`config.mk`:
```
export PLATFORM = sky130hd
export DESIGN_NAME = riscv_muldiv
export DESIGN_NICKNAME = d
export VERILOG_FILES = /design/src/rtl/riscv_muldiv_pkg.sv /design/src/rtl/riscv_muldiv_operand_prep.sv /design/src/rtl/riscv_muldiv.sv
export SDC_FILE = /design/constraint.sdc
export NUM_CORES = 2
export LEC_CHECK = 0
export CAP_MARGIN = 20
export CORE_MARGIN = 3
export CORE_UTILIZATION = 50
export CTS_BUF_LIST = sky130_fd_sc_hd__clkbuf_16
export DETAILED_ROUTE_END_ITERATION = 12
export PLACE_DENSITY = 0.65
export SETUP_SLACK_MARGIN = 0.3
export SYNTH_ARGS = -nofsm -noshare
export SYNTH_HDL_FRONTEND = slang
export SYNTH_SLANG_ARGS = --single-unit
```
`constraint.sdc`:
```
create_clock -name CLK -period 20.7 [get_ports CLK]
set_clock_uncertainty 0.05 [all_clocks]
set_input_delay 3.105 -clock CLK [delete_from_list [all_inputs] [get_ports CLK]]
set_output_delay 3.105 -clock CLK [all_outputs]
set_load 0.02 [all_outputs]
```
`src/rtl/riscv_muldiv_pkg.sv`:
```
// Shared types and constants for the iterative RISC-V M-extension unit.
package riscv_muldiv_pkg;

  // Operation selector, encoded exactly like the instruction funct3 field
  typedef enum logic [2:0] {
    F3_MUL    = 3'd0,
    F3_MULH   = 3'd1,
    F3_MULHSU = 3'd2,
    F3_MULHU  = 3'd3,
    F3_DIV    = 3'd4,
    F3_DIVU   = 3'd5,
    F3_REM    = 3'd6,
    F3_REMU   = 3'd7
  } funct3_e;

  // Control FSM states
  typedef enum logic [1:0] {
    S_IDLE = 2'd0,
    S_CALC = 2'd1,
    S_FIX  = 2'd2,
    S_DONE = 2'd3
  } state_e;

  // Operand width used by the word (*W) forms
  localparam int W_WIDTH = 32;

  // Widest datapath supported; the iteration counter must hold this value
  localparam int XLEN_MAX = 64;
  localparam int CNT_W    = $clog2(XLEN_MAX) + 1;

endpackage

```
`src/rtl/riscv_muldiv_operand_prep.sv`:
```
// Combinational operand conditioning: word selection, sign detection,
// magnitudes for the unsigned iteration, and detection of the division
// cases that bypass the iteration entirely.
module muldiv_operand_prep
  import riscv_muldiv_pkg::*;
#(
  parameter int XLEN      = 64,
  parameter int SUPPORT_W = 1
) (
  input  logic [XLEN-1:0] i_rs1,
  input  logic [XLEN-1:0] i_rs2,
  input  funct3_e         i_funct3,
  input  logic            i_opW,
  output logic            o_opW,
  output logic [XLEN-1:0] o_magA,
  output logic [XLEN-1:0] o_magB,
  output logic            o_negA,
  output logic            o_negB,
  output logic            o_divZero,
  output logic            o_overflow
);

  logic                w_signedA;
  logic                w_signedB;
  logic                w_isDiv;
  logic                w_signBitA;
  logic                w_signBitB;
  logic [XLEN_MAX-1:0] w_extA;
  logic [XLEN_MAX-1:0] w_extB;
  logic [XLEN_MAX-1:0] w_extMin;
  logic [XLEN-1:0]     w_valA;
  logic [XLEN-1:0]     w_valB;
  logic [XLEN-1:0]     w_minMag;

  // Decode signedness, pick the active operand width and form magnitudes
  always_comb begin
    o_opW     = i_opW & (SUPPORT_W != 0);
    w_signedA = 1'b0;
    w_signedB = 1'b0;
    case (i_funct3)
      F3_MULH:   begin w_signedA = 1'b1; w_signedB = 1'b1; end
      F3_MULHSU: begin w_signedA = 1'b1; w_signedB = 1'b0; end
      F3_DIV:    begin w_signedA = 1'b1; w_signedB = 1'b1; end
      F3_REM:    begin w_signedA = 1'b1; w_signedB = 1'b1; end
      default:   begin w_signedA = 1'b0; w_signedB = 1'b0; end
    endcase
    w_isDiv = (i_funct3 == F3_DIV) || (i_funct3 == F3_DIVU) ||
              (i_funct3 == F3_REM) || (i_funct3 == F3_REMU);

    w_signBitA = o_opW ? i_rs1[31] : i_rs1[XLEN-1];
    w_signBitB = o_opW ? i_rs2[31] : i_rs2[XLEN-1];
    w_extA     = {{32{w_signedA & i_rs1[31]}}, i_rs1[31:0]};
    w_extB     = {{32{w_signedB & i_rs2[31]}}, i_rs2[31:0]};
    w_valA     = o_opW ? w_extA[XLEN-1:0] : i_rs1;
    w_valB     = o_opW ? w_extB[XLEN-1:0] : i_rs2;

    o_negA = w_signedA & w_signBitA;
    o_negB = w_signedB & w_signBitB;
    o_magA = o_negA ? (~w_valA + 1'b1) : w_valA;
    o_magB = o_negB ? (~w_valB + 1'b1) : w_valB;

    w_extMin = 64'h0000_0000_8000_0000;
    w_minMag = o_opW ? w_extMin[XLEN-1:0] : {1'b1, {(XLEN-1){1'b0}}};

    o_divZero  = w_isDiv & (o_magB == '0);
    o_overflow = w_isDiv & o_negA & o_negB &
                 (o_magB == XLEN'(1)) & (o_magA == w_minMag);
  end

endmodule

```
`src/rtl/riscv_muldiv.sv`:
```
// Iterative multiply/divide unit: one bit per cycle shift-add multiply and
// restoring divide on magnitudes, followed by a single sign-fix cycle.
module riscv_muldiv
  import riscv_muldiv_pkg::*;
#(
  parameter int XLEN      = 64,
  parameter int SUPPORT_W = 1
) (
  input  logic            CLK,
  input  logic            RST,
  input  logic            start,
  input  logic [2:0]      funct3,
  input  logic            op_w,
  input  logic [XLEN-1:0] rs1,
  input  logic [XLEN-1:0] rs2,
  input  logic            flush,
  output logic            busy,
  output logic            done,
  output logic [XLEN-1:0] result
);

  localparam int IDX_W = $clog2(XLEN);

  state_e            r_state;
  state_e            w_nextState;
  funct3_e           r_func;
  logic              r_opW;
  logic              r_negA;
  logic              r_negB;
  logic [XLEN-1:0]   r_magA;
  logic [XLEN-1:0]   r_magB;
  logic [XLEN-1:0]   r_quo;
  logic [XLEN-1:0]   r_rem;
  logic [XLEN-1:0]   r_result;
  logic [2*XLEN-1:0] r_acc;
  logic [CNT_W-1:0]  r_count;

  logic              w_opW;
  logic [XLEN-1:0]   w_magA;
  logic [XLEN-1:0]   w_magB;
  logic              w_negA;
  logic              w_negB;
  logic              w_divZero;
  logic              w_overflow;
  logic              w_special;
  logic              w_accept;
  logic [CNT_W-1:0]  w_loadCount;
  logic [CNT_W-1:0]  w_countDec;
  logic [IDX_W-1:0]  w_bitIdx;
  logic              w_mulBit;
  logic              w_divBit;
  logic [XLEN:0]     w_remShift;
  logic [XLEN:0]     w_remSub;
  logic [2*XLEN-1:0] w_prod;
  logic [XLEN-1:0]   w_mulHi;
  logic [XLEN-1:0]   w_quoS;
  logic [XLEN-1:0]   w_remS;
  logic [XLEN-1:0]   w_raw;
  logic [XLEN-1:0]   w_fixResult;
  logic [XLEN-1:0]   w_specialResult;

  // Word forms keep only the low 32 bits and sign-extend them to XLEN
  function automatic logic [XLEN-1:0] fitN(input logic [XLEN-1:0] v, input logic w);
    logic [XLEN_MAX-1:0] ext;
    ext = {{32{v[31]}}, v[31:0]};
    return w ? ext[XLEN-1:0] : v;
  endfunction

  muldiv_operand_prep #(
    .XLEN      (XLEN),
    .SUPPORT_W (SUPPORT_W)
  ) u_prep (
    .i_rs1      (rs1),
    .i_rs2      (rs2),
    .i_funct3   (funct3_e'(funct3)),
    .i_opW      (op_w),
    .o_opW      (w_opW),
    .o_magA     (w_magA),
    .o_magB     (w_magB),
    .o_negA     (w_negA),
    .o_negB     (w_negB),
    .o_divZero  (w_divZero),
    .o_overflow (w_overflow)
  );

  assign result = r_result;

  // Next-state selection and status outputs; flush overrides any advance
  always_comb begin
    w_nextState = r_state;
    busy        = (r_state != S_IDLE);
    done        = (r_state == S_DONE);
    if (flush && (r_state != S_IDLE)) begin
      w_nextState = S_IDLE;
    end else begin
      case (r_state)
        S_IDLE:  if (w_accept) w_nextState = w_special ? S_DONE : S_CALC;
        S_CALC:  if (r_count == CNT_W'(1)) w_nextState = S_FIX;
        S_FIX:   w_nextState = S_DONE;
        S_DONE:  w_nextState = S_IDLE;
        default: w_nextState = S_IDLE;
      endcase
    end
  end

  // State register
  always_ff @(posedge CLK or negedge RST) begin
    if (!RST) r_state <= S_IDLE;
    else      r_state <= w_nextState;
  end

  // Per-cycle iteration step, sign fix and bypass result for special cases
  always_comb begin
    w_special   = w_divZero | w_overflow;
    w_accept    = (r_state == S_IDLE) & start & ~flush;
    w_loadCount = w_opW ? CNT_W'(W_WIDTH) : CNT_W'(XLEN);

    w_countDec = r_count - CNT_W'(1);
    w_bitIdx   = w_countDec[IDX_W-1:0];
    w_mulBit   = r_magB[w_bitIdx];
    w_divBit   = r_magA[w_bitIdx];
    w_remShift = {r_rem, w_divBit};
    w_remSub   = w_remShift - {1'b0, r_magB};

    w_prod  = (r_negA ^ r_negB) ? (~r_acc + 1'b1) : r_acc;
    w_mulHi = r_opW ? XLEN'(w_prod[63:32]) : w_prod[2*XLEN-1:XLEN];
    w_quoS  = (r_negA ^ r_negB) ? (~r_quo + 1'b1) : r_quo;
    w_remS  = r_negA ? (~r_rem + 1'b1) : r_rem;

    case (r_func)
      F3_MUL:                       w_raw = w_prod[XLEN-1:0];
      F3_MULH, F3_MULHSU, F3_MULHU: w_raw = w_mulHi;
      F3_DIV, F3_DIVU:              w_raw = w_quoS;
      default:                      w_raw = w_remS;
    endcase
    w_fixResult = fitN(w_raw, r_opW);

    if (w_divZero) w_specialResult = funct3[1] ? fitN(rs1, w_opW) : '1;
    else           w_specialResult = funct3[1] ? '0 : fitN(rs1, w_opW);
  end

  // Operand latch, iteration registers and result register
  always_ff @(posedge CLK or negedge RST) begin
    if (!RST) begin
      r_func   <= F3_MUL;
      r_opW    <= 1'b0;
      r_negA   <= 1'b0;
      r_negB   <= 1'b0;
      r_magA   <= '0;
      r_magB   <= '0;
      r_quo    <= '0;
      r_rem    <= '0;
      r_acc    <= '0;
      r_count  <= '0;
      r_result <= '0;
    end else begin
      case (r_state)
        S_IDLE: begin
          if (w_accept) begin
            r_func  <= funct3_e'(funct3);
            r_opW   <= w_opW;
            r_negA  <= w_negA;
            r_negB  <= w_negB;
            r_magA  <= w_magA;
            r_magB  <= w_magB;
            r_count <= w_loadCount;
            r_acc   <= '0;
            r_quo   <= '0;
            r_rem   <= '0;
            if (w_special) r_result <= w_specialResult;
          end
        end
        S_CALC: begin
          r_count <= w_countDec;
          r_acc   <= (r_acc << 1) + (w_mulBit ? {{XLEN{1'b0}}, r_magA} : '0);
          if (!w_remSub[XLEN]) begin
            r_rem <= w_remSub[XLEN-1:0];
            r_quo <= {r_quo[XLEN-2:0], 1'b1};
          end else begin
            r_rem <= w_remShift[XLEN-1:0];
            r_quo <= {r_quo[XLEN-2:0], 1'b0};
          end
        end
        S_FIX: begin
          if (!flush) r_result <= w_fixResult;
        end
        default: ;
      endcase
    end
  end

endmodule
```
==> summary.md <==
| Metric | Value |
|---|---|
| DR DRC count | `0` |
| Chip Height | `294 um` |
| Data arrival time of the worst path | `10.27 ns` |
| Endpoint kind of the worst setup timing path | `register` |
| Hold EP | `result[2]$_DFFE_PN0P_` |
| Worst-margin pin slew | `1.21 ns` |
| Library cells used by synthesis | `94` |
| Slew Limit Fails | `0` |
| Synth Register Bits | `463` |
| Mean Syn Cell Area | `7.78 um2` |
| Mux contribution to synthesized area | `2.92%` |
| DPL Wire Length | `130,000 um` |
| Area delta synth->final | `10.7%` |
| Fmax | `102 MHz` |
| Reg2reg start | `r_count[0]$_DFFE_PN0P_` |
| Pre-CTS setup slack | `11.12 ns` |
| Drt pass-1 iters | `9` |
| Site row count | `105` |
| Post-Route WL | `172,000 um` |
| HP Class | `reg -> reg` |
| Sequential area share after synthesis | `27.9%` |
| CP Max Fanout | `96` |
| Sinks on Clock Net | `463` |
| Antenna Violating Nets Remaining | `0` |
| GR Overflow Total | `0` |
| Vias in the first global route | `39,400` |
| Clock tree buffer depth | `3` |
| Initial DRC Count | `5,104` |
| Final setup viols | `0` |
| Ys flop type | `dfrtp_1` |
| H-tree levels | `2` |
| Yosys warning total | `0` |
| Post-Synth XOR/XNOR Area | `11.5%` |
| Commonest non-fill, non-tap cell in the layout | `nand2_1` |
| Core area | `82,100 um2` |
| Clk_lat worst skew | `0.66 ns` |
| Die W | `294 um` |
| DR vias/cell | `6.64` |
| Async set-reset flop share out of synthesis | `100%` |
| Final hold violation count | `0` |
| Critical Path Most Common Cell | `buf_4` |
| EDFF count, synth | `0` |
| Tot GR Track Use | `38.8%` |
| Syn nets | `5,614` |
| Layout cells sized above 1 | `6.04%` |
| Full die area | `86,500 um2` |
| Cells after Synth | `5,336` |
| R2R Setup Slk | `10.91 ns` |
| CTS tree | `built` |
| Netlist Area Pre-Place | `41,500 um2` |
| Max-cap violations | `0` |
| CTS resizes | `0` |
| CTS root buf | `clkbuf_16` |
| R2R depth | `23` |
| Sum Neg Setup Slack | `0 ns` |
| Largest family of logic cells by synthesized area | `compound AO/OA/AOI/OAI gates` |
| Reg2reg end | `r_rem[11]$_DFFE_PN0P_` |
| Fraction of the mapped netlist area in adder cells | `4.32%` |
| Critical Path Source Type | `register` |
| Worst slew margin | `18.9%` |
| Port buffer count | `201` |
| Routed WL per cell | `27.0 um` |
| Largest net degree at the start of global routing | `218` |
| Leakage power | `19.2 nW` |
| Initial Util | `50.5%` |
| Fin crit period | `9.79 ns` |
| I/O pins | `202` |
| Status | `complete, no violations` |
| Period utilization | `47.3%` |
| Fin nets | `5,532` |
| First-pass GRT wire length | `256,000 um` |
| CP required | `21.18 ns` |
| Routability cong. | `1.00` |
| Worst-path cell chain | `buf_4 > inv_1 > ha_2 > buf_4 > mux4_2 > mux4_2 > mux2_2 > o21ai_0 > ha_1 > inv_1 > fa_1 > a21o_1 > a221oi_1 > o31ai_1 > a211oi_1 > o21bai_1 > a41oi_1 > o31a_1 > o31ai_1 > xnor2_2 > buf_4 > o21ai_0 > a22o_1` |
| Vias after detailed routing | `42,300` |
| Non-filler cells, final | `6,377` |
| Clock-pin slew on the worst setup and hold paths | `0.06 ns` |
| Postcts setup bufs | `0` |
| Final Core Density | `56.0%` |
| Hold Path Depth | `2` |
| Most frequent cells in the layout | `nand2_1 (707), o21ai_0 (537), dfrtp_1 (460)` |
| Worst Hold Slack | `0.435 ns` |
| Largest stage delay, worst path | `0.85 ns` |
| Simple-gate share of the synthesized area | `21.6%` |
| TritonCTS Buffers | `57` |
| Cell Count Post-Placement | `6,261` |
| CTS Hold Bufs | `0` |
| Power Density | `161 nW/um2` |
| Peak supply drop | `0.125 mV` |
| Crit Path Class | `reg -> reg` |
| RSZ-0062 raised after global routing | `no` |
| Initial antenna violation count | `7` |
| Worst setup margin | `10.91 ns` |
| Critical-path top delay cell | `o21ai_0` |
| Synth Area in Compound Gates | `26.6%` |
| Worst Hold Launch | `result[2]$_DFFE_PN0P_` |
-- critical path, delay by kind of cell, from the launching register on --
kind                     cells  cell delay, ns
multiplexers                 3            1.30
flip-flops                   1            0.34
adder cells (fa/ha/maj)      3            1.06
AO/OA/AOI/OAI               11            3.86
XOR/XNOR                     1            0.78
buffers and inverters        5            2.17
-- per-stage QoR --
step / area, um2 / total power, mW
CTS: 45900 / 7.26
finish: 46000 / 7.41
global placement: 43900 / 6.17
detailed placement: 43900 / 6.19
global route: 45900 / 7.79
floorplan: 41500 / 4.52
-- cells in the mapped netlist (all sizes together), types with 56 or more instances --
master  count  area, um2
a21o      127        953
a21oi     366       1830
a22o       72        631
a31oi      66        413
and2       82        513
buf        56        259
clkbuf    355       1330
dfrtp     463      11600
ha        140       1750
inv       139        522
nand2     708       2660
nand3      79        395
nand4      69        432
nor2      362       1360
nor3      140        711
nor4      102        653
o21ai     554       2770
o31ai     103        778
o41ai      64        643
or3        60        375
xnor2     308       2700
xor2      237       2080
-- worst max path at each step --
stage	from	to	cells after the start
3_3_place_gp	rs2[0]	result[49]$_DFFE_PN0P_	16
4_1_cts	r_count[0]$_DFFE_PN0P_	r_rem[41]$_DFFE_PN0P_	23
3_5_place_dp	rs2[0]	result[33]$_DFFE_PN0P_	16
2_1_floorplan	r_count[0]$_DFFE_PN0P_	r_rem[14]$_DFFE_PN0P_	28
5_1_grt	r_count[0]$_DFFE_PN0P_	r_rem[7]$_DFFE_PN0P_	23
6_report	r_count[0]$_DFFE_PN0P_	r_rem[11]$_DFFE_PN0P_	23
-- cell families after synthesis --
group / Yosys count
and+or+nand+nor: 1861
AOI/OAI and AO/OA: 1706
buffers and inverters: 551
xor gates and xnor gates: 545
DFF: 463
adders and majority gates: 142
muxes: 68
-- state kept, by name, indices dropped and copies added, names as in the netlist --
register  flops
r_quo        64
r_state       2
r_negB        1
r_rem        64
r_opW         1
r_acc       128
result       64
r_magB       64
r_count       7
r_magA       64
r_negA        1
r_func        3
-- cell type report --
type / count / area [um2]
Fill cell: 7787 / 36200
Multi-Input combinational cell: 4322 / 28000
Sequential cell: 463 / 11600
Timing Repair Buffer: 270 / 2610
Clock buffer: 57 / 1430
Tap cell: 1070 / 1340
Inverter: 140 / 526
Clock inverter: 50 / 489
Antenna cell: 5 / 12.5
-- power by group --
group          internal (mW)  leakage (nW)  switching [mW]
clock network          0.603         0.938           0.449
registers               1.17          6.15           0.402
logic                   1.65          12.1            3.14
total                   3.42          19.2            4.00
-- metal layers --
metal	vias to the layer above	track usage [%]	part of all wire, %
met5	-	0	0.027
met4	6	22.1	6.8
met3	463	6.93	8.7
met2	2136	60.0	44
met1	20400	51.1	40
li1	19300	-	-
Power figures use the tool's default switching activity.
